==> src/rtl/instr_fetch_unit.sv <==
// Instruction fetch: one outstanding req/ack read at a time, results queued in a show-ahead FIFO.
// pc_hold is released for exactly one cycle per accepted fetch so the PC advances in step.
module instr_fetch_unit #(
   parameter int DEPTH = 4,
   parameter int AW    = 64,
   parameter int IW    = 32
) (
   input  logic          clock,
   input  logic          reset,
   input  logic [AW-1:0] pc,
   output logic          pc_hold,
   input  logic          flush,
   output logic          mem_req,
   output logic [AW-1:0] mem_addr,
   input  logic          mem_ack,
   input  logic [IW-1:0] mem_rdata,
   output logic          instr_valid,
   input  logic          instr_ready,
   output logic [IW-1:0] instr,
   output logic [AW-1:0] instr_pc,
   output logic          fault
);

   localparam int PW = $clog2(DEPTH);
   localparam int CW = PW + 1;

   typedef enum logic [1:0] {IDLE, REQ, DROP} state_t;

   state_t        state, state_nxt;
   logic [AW-1:0] addr_q;
   logic          fault_q;
   logic [IW-1:0] st_instr [DEPTH];
   logic [AW-1:0] st_pc    [DEPTH];
   logic [PW-1:0] wp, rp;
   logic [CW-1:0] count;
   logic          push, pop, start, set_fault;

   always_comb begin
      state_nxt = state;
      push      = 1'b0;
      start     = 1'b0;
      set_fault = 1'b0;
      case (state)
         IDLE: begin
            if (!flush) begin
               if (pc[1:0] != 2'b00)
                  set_fault = 1'b1;
               else if (!fault_q && count < CW'(DEPTH)) begin
                  start     = 1'b1;
                  state_nxt = REQ;
               end
            end
         end
         REQ: begin
            if (mem_ack) begin
               state_nxt = IDLE;
               push      = !flush;
            end else if (flush)
               state_nxt = DROP;
         end
         // the handshake is never withdrawn; wait out the ack and discard it
         DROP: if (mem_ack) state_nxt = IDLE;
         default: state_nxt = IDLE;
      endcase
   end

   always_ff @(posedge clock) begin
      if (reset) state <= IDLE;
      else       state <= state_nxt;
   end

   assign pop = (count != '0) && instr_ready && !flush;

   always_ff @(posedge clock) begin
      if (reset) begin
         addr_q  <= '0;
         fault_q <= 1'b0;
         wp      <= '0;
         rp      <= '0;
         count   <= '0;
         for (int i = 0; i < DEPTH; i++) begin
            st_instr[i] <= '0;
            st_pc[i]    <= '0;
         end
      end else begin
         if (start) addr_q <= pc;
         if (flush)          fault_q <= 1'b0;
         else if (set_fault) fault_q <= 1'b1;
         if (flush) begin
            wp    <= '0;
            rp    <= '0;
            count <= '0;
         end else begin
            if (push) begin
               st_instr[wp] <= mem_rdata;
               st_pc[wp]    <= addr_q;
               wp           <= wp + PW'(1);
            end
            if (pop) rp <= rp + PW'(1);
            count <= count + CW'(push) - CW'(pop);
         end
      end
   end

   assign mem_req     = (state != IDLE);
   assign mem_addr    = addr_q;
   assign pc_hold     = reset | !push;
   assign fault       = fault_q;
   assign instr_valid = (count != '0);
   assign instr       = st_instr[rp];
   assign instr_pc    = st_pc[rp];

endmodule

==> config.mk <==
export PLATFORM = sky130hd
export DESIGN_NAME = instr_fetch_unit
export DESIGN_NICKNAME = d
export VERILOG_FILES = /design/src/rtl/instr_fetch_unit.sv
export SDC_FILE = /design/constraint.sdc
export NUM_CORES = 1
export LEC_CHECK = 0
export ABC_AREA = 1
export ABC_CLOCK_PERIOD_IN_PS = 22600
export CELL_PAD_IN_SITES_DETAIL_PLACEMENT = 1
export CELL_PAD_IN_SITES_GLOBAL_PLACEMENT = 2
export CORE_MARGIN = 5
export CORE_UTILIZATION = 38
export DETAILED_ROUTE_END_ITERATION = 12
export HOLD_SLACK_MARGIN = 0.12
export PLACE_DENSITY = 0.92
export SLEW_MARGIN = 15
export SYNTH_ARGS = -nofsm -noshare
export SYNTH_HDL_FRONTEND = slang
export SYNTH_SLANG_ARGS = --single-unit
==> constraint.sdc <==
create_clock -name clock -period 22.6 [get_ports clock]
set_clock_uncertainty 0.15 [all_clocks]
set_input_delay 4.52 -clock clock [delete_from_list [all_inputs] [get_ports clock]]
set_output_delay 4.52 -clock clock [all_outputs]
set_load 0.01 [all_outputs]
==> results.sh <==
export IMPL_run_status="finished, final reports clean"
export IMPL_worstPathMaxFanout=5
export IMPL_tritoncts="done"
export IMPL_irDropWorstVdd_v=0.0000501
export IMPL_fmax_ghz=0.0933
export IMPL_routed_wl_um=59100
export IMPL_start_util=0.383
export IMPL_synth_area_um2=19600
export IMPL_end_kind="output port"
export IMPL_drt_iter0_markers=859
export IMPL_cp_slowest_cell="clkdlybuf4s50_1"
export IMPL_cp_arrival_ns=6.04
export IMPL_finalCriticalPeriod_ns=10.71
export IMPL_cts_buffers=50
export IMPL_cts_max_level=2
export IMPL_ctsHoldBuffers=0
export IMPL_critPathTopFamily="buffers and inverters"
export IMPL_globalRoute_totalOverflow=0
export IMPL_cpPeakStageDelay_ns=0.60
export IMPL_fillers=5694
export IMPL_io_pins=265
export IMPL_clockPowerShare=0.435
export IMPL_ys_ff_latch=460
export IMPL_die_y_um=237
export IMPL_io_buffers=264
export IMPL_crit_cells=6
export IMPL_cp_common_cell="clkdlybuf4s50_1"
export IMPL_yosysUniqueCellTypes=28
export IMPL_drc=0
export IMPL_ys_warn_count=0
export IMPL_place_area_um2=22800
export IMPL_layout_drive_gt1_share=0.0682
export IMPL_combPwrFrac=0.060
export IMPL_fin_crit_sh=0.474
export IMPL_relSlewSlack=0.202
export IMPL_routabilityCongestion=0.728
export IMPL_die_x_um=237
export IMPL_num_rows=83
export IMPL_cp_num_buf_inv=3
export IMPL_synth_nets=2061
export IMPL_cp_start_kind="input port"
export IMPL_holdPathStages=2
export IMPL_tns_ns=0
export IMPL_p_leak_nw=9.52
export IMPL_grt_pass1_vias=16000
export IMPL_grt_pass1_wl_um=91000
export IMPL_synth_cells=1957
export IMPL_drv_slew=0
export IMPL_clock_latency_ns=0.58
export IMPL_vias_per_cell=5.13
export IMPL_switching_share=0.216
export IMPL_hold_class="reg -> reg"
export IMPL_cts_sinks=460
export IMPL_rr_worst_depth=9
export IMPL_wl_per_cell_um=20.5
export IMPL_core_um2=51300
export IMPL_drtAntennaViolNets=0
export IMPL_cts_root_buf="clkbuf_16"
export IMPL_crit_chain="clkdlybuf4s50_1 > inv_2 > nand2_2 > nor2_4 > nand2_4 > clkdlybuf4s50_1"
export IMPL_firstDrtPassIters=5
export IMPL_avgSynthCellArea_um2=10.0
export IMPL_tightest_slew_ns=1.20
export IMPL_rsz0062_at_grt="false"
export IMPL_post_dp_hpwl_um=34600
export IMPL_antenna_found_initial=3
export IMPL_grt_start_max_net_pins=104
export IMPL_internal_power_mw=1.49
export IMPL_vias=14800
export IMPL_final_nets=2263
export IMPL_p_switching_mw=0.411
export IMPL_maxCapViolations=0
export IMPL_critical_path_class="in -> out"
export IMPL_track_usage=0.205
export IMPL_synth_seq_area_share=0.664
export IMPL_setup_viol=0
export IMPL_seq_power_share=0.504
export IMPL_area_delta_synth_final_pct=24.3
export IMPL_cts_clk_slew_worst_paths_ns=0.06
export IMPL_p_per_area_nw_per_um2=77.9
export IMPL_hold_viol=0
export IMPL_dieArea_um2=56400
export IMPL_cts_resized=0
export IMPL_post_cts_buffers=0
export IMPL_stdcell_area_um2=24400
export IMPL_cts_buffer_depth=3
export IMPL_critical_path_required_ns=17.93
-- worst register-to-register path, cell delays in order, from the launching register on --
cell and delay (ns):
dfxtp_1 0.31, clkinv_1 0.13, nand2_2 0.15, nor2_4 0.07
nand2_4 0.12, buf_4 0.53, clkinv_2 0.51, nand2_4 0.94
nand2_4 0.66, buf_4 0.62
-- stage by stage --
stage                util  hold slack (ns)  setup WS, ns  power (mW)  cells
finish              0.476            0.351         11.89        1.90   2882
global route        0.476            0.382         11.81        1.97   2881
CTS                 0.476            0.354         11.85        1.92   2881
detailed placement  0.443            0.346         11.85        1.09   2787
global placement    0.443            0.335         11.87        1.09   2787
floorplan               -            0.317         10.18        1.03   1957
-- layer usage --
metal  share of wire  global-route usage  wire [µm]  vias up
met4           0.022              0.0547       1280        4
met2            0.50               0.359      29300      381
met1            0.42               0.257      24600     7383
met3           0.067              0.0486       3940       78
li1                -                   -          -     6950
met5         0.00037                   0         22        -
-- registers in the layout, summed over array words and instances, names as in the netlist, named ones only --
register,cells
rp,2
st_instr,128
mem_addr,64
state,2
wp,2
st_pc,256
count,3
fault,1
-- power groups by stage --
stage	logic (mW)	clock network [mW]	registers (mW)
2_1_floorplan	0.0474	0	0.981
3_5_place_dp	0.116	0	0.978
5_1_grt	0.125	0.880	0.963
6_report	0.115	0.828	0.960
4_1_cts	0.117	0.845	0.960
3_3_place_gp	0.115	0	0.976
-- worst paths after layout --
check | from | slack [ns] | to
worst max-delay path | flush | 11.89 | pc_hold
worst min-delay path | mem_addr[12]$_SDFFE_PP0P_ | 0.35 | mem_addr[12]$_SDFFE_PP0P_
worst max register to register | state[1]$_SDFFE_PP0P_ | 17.99 | st_pc[2][17]$_SDFFCE_PN0P_
worst min register to register | mem_addr[12]$_SDFFE_PP0P_ | 0.35 | mem_addr[12]$_SDFFE_PP0P_
-- layout by cell type (no fill, tap or decap) --
cell and n:
a21oi_1 3, nand2_1 89, o22ai_1 96, clkinvlp_4 2
bufinv_16 4, o21ai_4 2, clkdlybuf4s50_1 264, nand3_1 65
nor2_1 617, o21ai_0 193, clkinv_2 14, nand2_4 16
o21a_1 1, xnor2_1 1, diode_2 1, fa_1 1
clkinv_1 4, buf_4 20, nor2_4 4, dfxtp_4 2
inv_2 4, and2_1 1, dfxtp_1 74, inv_1 176
clkbuf_8 7, ha_1 2, nand2_2 21, clkbuf_16 53
edfxtp_1 384, nor3_1 67, inv_6 1, clkbuf_1 13
-- cell usage after synthesis (all sizes together) --
library cell	n	share of area
a21oi	3	0.00076
and2	1	0.00032
buf	65	0.019
clkbuf	69	0.013
clkinv	2	0.00045
dfxtp	76	0.077
edfxtp	384	0.59
fa	1	0.0010
ha	2	0.0013
inv	182	0.035
nand2	126	0.031
nand3	65	0.017
nor2	621	0.12
nor3	67	0.017
o21a	1	0.00038
o21ai	195	0.050
o22ai	96	0.031
xnor2	1	0.00045
-- cell type report --
class	count	area [µm²]	area share
Multi-Input combinational cell	1179	5350	0.219
Inverter	184	698	0.0286
Timing Repair Buffer	284	2790	0.114
Clock inverter	21	206	0.00845
Clock buffer	73	1470	0.0602
Tap cell	680	851	0.0348
Sequential cell	460	13100	0.535
Antenna cell	1	2.50	0.000102
-- logic make-up (layout without fill, tap and decap cells) --
logic type,Yosys count,count (layout),share of synthesized area
AOI/OAI and AO/OA,295,295,0.0814
xor gates and xnor gates,1,1,0.000446
adders and majority gates,3,3,0.00229
buffers and inverters,318,562,0.0676
DFF,460,460,0.664
other,0,1,0
and+or+nand+nor,880,880,0.184
Note: power is estimated with default switching activity, not from simulation.
